===== src/rtl/alu_nbit_pkg.sv =====
// ---------------------------------------------------------------------------
// alu_nbit_pkg
// Shared constants for the n-bit ALU: the 3-bit opcode encodings for both
// operation classes and the values of the class select line.
// Arithmetic and logic opcodes reuse the same 3-bit codes; the class select
// decides which table a code belongs to.
// ---------------------------------------------------------------------------
package alu_nbit_pkg;

    typedef logic [2:0] opcode_t;

    // Operation class selected by the control input
    localparam logic CTRL_ARITH = 1'b0;
    localparam logic CTRL_LOGIC = 1'b1;

    // Arithmetic class opcodes
    localparam opcode_t OP_ADD   = 3'b000;
    localparam opcode_t OP_SUB   = 3'b001;
    localparam opcode_t OP_INCA  = 3'b010;
    localparam opcode_t OP_DECA  = 3'b011;
    localparam opcode_t OP_INCB  = 3'b100;
    localparam opcode_t OP_DECB  = 3'b101;
    localparam opcode_t OP_PASSA = 3'b110;
    localparam opcode_t OP_NEGA  = 3'b111;

    // Logic class opcodes
    localparam opcode_t OP_AND   = 3'b000;
    localparam opcode_t OP_OR    = 3'b001;
    localparam opcode_t OP_XOR   = 3'b010;
    localparam opcode_t OP_NAND  = 3'b011;
    localparam opcode_t OP_NOR   = 3'b100;
    localparam opcode_t OP_XNOR  = 3'b101;
    localparam opcode_t OP_NOTA  = 3'b110;
    localparam opcode_t OP_NOTB  = 3'b111;

endpackage


===== src/rtl/alu_nbit_core.sv =====
// ---------------------------------------------------------------------------
// alu_nbit_core
// Purely combinational datapath of the n-bit ALU. Produces the value that the
// top-level register captures on the next rising clock edge.
//
// Ports:
//   a, b       [n-1:0]  unsigned operands
//   sel        [n-2:0]  operation select, only sel[2:0] is decoded
//   control             0 = arithmetic class, 1 = logic class
//   next_y     [n-1:0]  result to be registered
//   next_cout           carry / no-borrow flag to be registered
// ---------------------------------------------------------------------------
module alu_nbit_core
    import alu_nbit_pkg::*;
#(
    parameter int n = 4
) (
    input  logic [n-1:0] a,
    input  logic [n-1:0] b,
    input  logic [n-2:0] sel,
    input  logic         control,
    output logic [n-1:0] next_y,
    output logic         next_cout
);

    // Zero-extended forms so every arithmetic op is a plain (n+1)-bit sum
    // whose top bit is the carry.
    localparam logic [n:0] ONE_EXT  = {{n{1'b0}}, 1'b1};
    localparam logic [n:0] ONES_EXT = {1'b0, {n{1'b1}}};

    opcode_t    op;
    logic [n:0] a_ext;
    logic [n:0] b_ext;
    logic [n:0] a_inv_ext;
    logic [n:0] b_inv_ext;
    logic [n:0] sum;

    assign op        = sel[2:0];
    assign a_ext     = {1'b0, a};
    assign b_ext     = {1'b0, b};
    assign a_inv_ext = {1'b0, ~a};
    assign b_inv_ext = {1'b0, ~b};

    // Select bits above bit 2 exist only for widths above 4 and carry no
    // meaning; they are folded into a deliberately unused signal.
    generate
        if (n > 4) begin : g_unused_sel
            logic unused_sel_bits;
            assign unused_sel_bits = ^sel[n-2:3];
        end
    endgenerate

    // Arithmetic ops: subtraction is a + ~b + 1 so cout reads as "no
    // borrow", decrement adds all-ones so cout drops only when the operand
    // is zero, and negation is ~a + 1 so cout is set only for a = 0.
    always_comb begin
        sum = '0;
        case (op)
            OP_ADD:   sum = a_ext + b_ext;
            OP_SUB:   sum = a_ext + b_inv_ext + ONE_EXT;
            OP_INCA:  sum = a_ext + ONE_EXT;
            OP_DECA:  sum = a_ext + ONES_EXT;
            OP_INCB:  sum = b_ext + ONE_EXT;
            OP_DECB:  sum = b_ext + ONES_EXT;
            OP_PASSA: sum = a_ext;
            OP_NEGA:  sum = a_inv_ext + ONE_EXT;
            default:  sum = '0;
        endcase
    end

    // Class mux: arithmetic takes the sum and its carry, logic ops never
    // report a carry. Defaults keep undefined encodings at zero.
    always_comb begin
        next_y    = '0;
        next_cout = 1'b0;
        if (control == CTRL_ARITH) begin
            next_y    = sum[n-1:0];
            next_cout = sum[n];
        end else begin
            case (op)
                OP_AND:  next_y = a & b;
                OP_OR:   next_y = a | b;
                OP_XOR:  next_y = a ^ b;
                OP_NAND: next_y = ~(a & b);
                OP_NOR:  next_y = ~(a | b);
                OP_XNOR: next_y = ~(a ^ b);
                OP_NOTA: next_y = ~a;
                OP_NOTB: next_y = ~b;
                default: next_y = '0;
            endcase
        end
    end

endmodule


===== src/rtl/alu_nbit.sv =====
// ---------------------------------------------------------------------------
// alu_nbit
// Parameterised n-bit ALU with a registered result: operands and select are
// sampled on a rising clk edge and the result appears after that edge. A new
// operation is accepted every cycle.
//
// Ports:
//   clk                 rising-edge clock
//   rst_n               asynchronous active-low clear of y and cout
//   a, b       [n-1:0]  unsigned operands
//   sel        [n-2:0]  operation select, only sel[2:0] is decoded
//   control             0 = arithmetic class, 1 = logic class
//   y          [n-1:0]  registered result
//   cout                registered carry / no-borrow flag
// ---------------------------------------------------------------------------
module alu_nbit
    import alu_nbit_pkg::*;
#(
    parameter int n = 4
) (
    input  logic         clk,
    input  logic         rst_n,
    input  logic [n-1:0] a,
    input  logic [n-1:0] b,
    input  logic [n-2:0] sel,
    input  logic         control,
    output logic [n-1:0] y,
    output logic         cout
);

    logic [n-1:0] next_y;
    logic         next_cout;

    alu_nbit_core #(
        .n (n)
    ) u_core (
        .a         (a),
        .b         (b),
        .sel       (sel),
        .control   (control),
        .next_y    (next_y),
        .next_cout (next_cout)
    );

    // Output register; reset clears it immediately and drops whatever
    // operation was about to be captured.
    always_ff @(posedge clk or negedge rst_n) begin
        if (!rst_n) begin
            y    <= '0;
            cout <= 1'b0;
        end else begin
            y    <= next_y;
            cout <= next_cout;
        end
    end

endmodule


===== config.mk =====
export PLATFORM = sky130hd
export DESIGN_NAME = alu_nbit
export DESIGN_NICKNAME = d
export VERILOG_FILES = /design/src/rtl/alu_nbit_pkg.sv /design/src/rtl/alu_nbit_core.sv /design/src/rtl/alu_nbit.sv
export SDC_FILE = /design/constraint.sdc
export NUM_CORES = 1
export LEC_CHECK = 0
export BUFFER_PORTS_ARGS = -buffer_cell sky130_fd_sc_hd__buf_2
export CAP_MARGIN = 20
export CORE_MARGIN = 2
export CORE_UTILIZATION = 60
export CTS_BUF_LIST = sky130_fd_sc_hd__clkbuf_16
export CTS_CLUSTER_DIAMETER = 200
export DETAILED_ROUTE_END_ITERATION = 6
export PLACE_DENSITY_LB_ADDON = 0.25
export RECOVER_POWER = 100
export SETUP_SLACK_MARGIN = 0.02
export SLEW_MARGIN = 20
export SYNTH_ARGS = -nofsm -noshare
export SYNTH_HDL_FRONTEND = slang
export SYNTH_SLANG_ARGS = --single-unit

===== constraint.sdc =====
create_clock -name clk -period 1.4 [get_ports clk]
set_clock_uncertainty 0.2 [all_clocks]
set_input_delay 0.42 -clock clk [delete_from_list [all_inputs] [get_ports clk]]
set_output_delay 0.42 -clock clk [all_outputs]
set_load 0.005 [all_outputs]

==> results of run 1 <==
[through the flow]
step                setup slack, ns  hold slack [ns]  instances  cell area [um^2]  utilization
floorplan                    -0.913          -0.0756        173              1370            -
global placement             -0.927           0.0334        257              1780        0.905
detailed placement           -0.978           0.0417        257              1780        0.905
[logic make-up after synthesis]
| group | share of synthesized area |
|---|---|
| compound gates | 0.320 |
| xor+xnor | 0.0756 |
| fa+ha+maj | 0.161 |
| buf+inv | 0.0865 |
| flops | 0.0994 |
| mux | 0.0567 |
| simple gates | 0.201 |
==> flow_summary.json, run 1 <==
{
  "syn_nets": 202,
  "synthArstFlopShare": 1.00,
  "haltStage": "clock tree synthesis (4_1_cts)",
  "ctsHtreeMaxLevel": 1,
  "die_h_um": 49.8,
  "start_util": 0.642,
  "status": "aborted with a tool error",
  "syn-mean-instance-area_um2": 7.28,
  "cts_buffer_depth": 2,
  "cts-hold-fix-buffers": 1,
  "synth_edf_count": 0,
  "synthTopCellsByArea": "ha_1 (13%), dfrtp_1 (9.9%), a21oi_1 (5.6%)",
  "numCtsBuffers": 3,
  "row_count": 16,
  "ys.flop_type": "dfrtp_1",
  "post-dp-hpwl_um": 3490,
  "synth_top_cell_area_share": 0.129,
  "cts_root_buf": "clkbuf_16",
  "syn-cell-area_um2": 1260,
  "netlist_instances": 173,
  "fp.dieW_um": 49.8,
  "ys_seq_area_frac": 0.0994,
  "synthDistinctLibCells": 42,
  "synth_commonest_cells": "a21oi_1 (14), inv_1 (14), ha_1 (13)",
  "cts_resized": 48,
  "gp_congestion": 0.995,
  "ys_warn_count": 0,
  "numPortBuffers": 18,
  "clock-sinks": 5,
  "ys_seq_elements": 5,
  "ios": 19,
  "tool.error": "[ERROR DPL-0038] Utilization greater than 100%, impossible to legalize",
  "yosys.area.top_type": "ha_1",
  "cts_setup_buffers": 6
}
==> run 2, diff against run 1 <==
CORE_AREA = 2 2 63 65   (was unset)
CORE_MARGIN = unset   (was 2)
CORE_UTILIZATION = unset   (was 60)
CTS_BUF_LIST = unset   (was sky130_fd_sc_hd__clkbuf_16)
CTS_CLUSTER_DIAMETER = unset   (was 200)
DIE_AREA = 0 0 65 67   (was unset)
PLACE_DENSITY_LB_ADDON = 0.15   (was 0.25)
SETUP_SLACK_MARGIN = unset   (was 0.02)
==> run 2 against run 1 <==
The flow now finishes, with violations (setup timing); area after synthesis is the same; synthesized cell count unchanged.
==> flow_summary.json, run 2 <==
{
  "top_regs": "y: 4 flops, cout: 1 flops",
  "gp_congestion": 0.923,
  "clock-sinks": 5,
  "power_density_nw_per_um2": 557,
  "viasPerCell": 5.41,
  "worst-setup-path-type": "in -> reg",
  "grt_pass1_wl_um": 7230,
  "row_count": 22,
  "drv_slew": 0,
  "fp.dieArea_um2": 4360,
  "status": "finished with violations",
  "syn-mean-instance-area_um2": 7.28,
  "layout-drive-gt1-share": 0.460,
  "detail_route.wl_per_cell_um": 15.2,
  "fin_ws_ns": -0.577,
  "numCtsBuffers": 3,
  "start_kind": "input pin",
  "slew_headroom": 0.749,
  "start_util": 0.349,
  "netlist_instances": 173,
  "finalHoldViolCount": 0,
  "grt_max_degree": 17,
  "first_global_vias": 1534,
  "final_core_util": 0.569,
  "wl_um": 4360,
  "synth_commonest_cells": "a21oi_1 (14), inv_1 (14), ha_1 (13)",
  "fp.dieW_um": 65,
  "ant_nets": 0,
  "grt_antenna_before_repair": 0,
  "layout_min_cycle_time_ns": 1.98,
  "worstMarginPinSlew_ns": 0.373,
  "fin_setup_tns_ns": -2.38,
  "core_area_um2": 3610,
  "synth_top_cell_area_share": 0.129,
  "cts_buffer_depth": 2,
  "largest_register_ffs": 4,
  "track_usage": 0.211,
  "dpl_worst_slack_ns": -0.965,
  "numPortBuffers": 18,
  "clkTransAtPathRegs_ns": 0.04,
  "power.total_mw": 1.14,
  "ys_seq_area_frac": 0.0994,
  "power.leakage_nw": 0.906,
  "yosys.area.top_type": "ha_1",
  "cts_tree": "done",
  "crit_path_end_kind": "flip-flop",
  "fillCellCount": 351,
  "synth_edf_count": 0,
  "syn_nets": 202,
  "fin_crit_sh": 1.41,
  "synthDistinctLibCells": 42,
  "dp_cells": 279,
  "post-dp-hpwl_um": 3360,
  "drc_errors": 0,
  "final_cell_mix": "buf_4 (51), nand2_1 (12), o21ai_0 (10), buf_2 (10), nor2_1 (9)",
  "syn-cell-area_um2": 1260,
  "ir_drop_mv": 0.261,
  "ctsHtreeMaxLevel": 1,
  "num_vias": 1552,
  "ys_warn_count": 0,
  "synthArstFlopShare": 1.00,
  "fmax_mhz": 506,
  "cts_root_buf": "clkbuf_8",
  "mostFrequentLayoutCell": "buf_4",
  "drtIter0Drc": 135,
  "worst-path-max-fanout": 8,
  "regMostFlops": "y",
  "rsz0062_at_grt": "true",
  "n_antenna_cell": 0,
  "ys_seq_elements": 5,
  "finalNetCount": 269,
  "setup_violations": 5,
  "crit_arrival_ns": 1.88,
  "die_h_um": 67,
  "ios": 19,
  "cp.required_ns": 1.30,
  "violations": "setup timing",
  "syn_to_final_growth_pct": 63.0,
  "synthTopCellsByArea": "ha_1 (13%), dfrtp_1 (9.9%), a21oi_1 (5.6%)",
  "hp-class": "in -> reg",
  "grt-ovfl-total": 0,
  "ys.flop_type": "dfrtp_1",
  "drt_first_pass_iters": 4,
  "drv_cap": 0,
  "finalNonFillerCells": 287
}
-- run 2: per-layer routing --
layer / up-vias / share of wire / track usage
li1: 768 / - / -
met1: 731 / 0.44 / 0.263
met2: 46 / 0.49 / 0.381
met3: 7 / 0.048 / 0.0186
met4: 0 / 0.021 / 0.0665
met5: - / 0 / 0
-- run 2: timing repair --
| item | CTS | global route |
|---|---|---|
| hold buffers | 1 | 0 |
| pin swaps | 26 | 5 |
| buffers inserted | 4 | 0 |
| gates resized for setup | 42 | 7 |
| endpoints found under the setup margin | 5 | 5 |
| endpoints found under the hold margin | 5 | 0 |
-- run 2: worst max-delay path, cell delays in order --
cell and delay (ns):
buf_12 0.12, xnor2_4 0.18, buf_6 0.12, a21oi_2 0.05, or4_4 0.43, xor2_1 0.17, a2111oi_2 0.30, a211oi_1 0.08
-- run 2: worst paths after layout --
| check | from | endpoint | slack, ns | depth (start not counted) |
|---|---|---|---|---|
| worst min-delay path | control | y[0] | 0.33 | 2 |
| min in group asynchronous | rst_n | cout | 0.38 | 2 |
| max in group asynchronous | rst_n | y[3] | 0.41 | 2 |
| worst max-delay path | sel[0] | y[2] | -0.58 | 8 |
-- run 2: stage by stage --
step | hold slack [ns] | instance area (um^2)
final | 0.330 | 2050
after global routing | 0.349 | 2050
after CTS | 0.324 | 2040
after detailed placement | 0.0403 | 1800
after global placement | 0.0392 | 1800
after floorplan | -0.0756 | 1370
-- run 2: cell type report --
type	instances	area, um^2	area share
clock buffer	4	45.0	0.0220
sequential	5	125	0.0610
tap	48	60.1	0.0293
inverter	14	61.3	0.0299
timing repair buffer	73	569	0.277
multi-input combinational	143	1190	0.580
-- run 2: cell families after synthesis --
family | Yosys count | share of synthesized area
xor gates and xnor gates | 10 | 0.0756
DFF | 5 | 0.0994
adders and majority gates | 15 | 0.161
and+or+nand+nor | 51 | 0.201
AOI/OAI and AO/OA | 60 | 0.320
muxes | 7 | 0.0567
buffers and inverters | 25 | 0.0865
-- run 2: power by group --
group / internal (mW) / switching [mW]
Sequential: 0.164 / 0.00480
Clock: 0.197 / 0.0832
Combinational: 0.358 / 0.337
Total: 0.718 / 0.425
(Power assumes the default switching activity.)
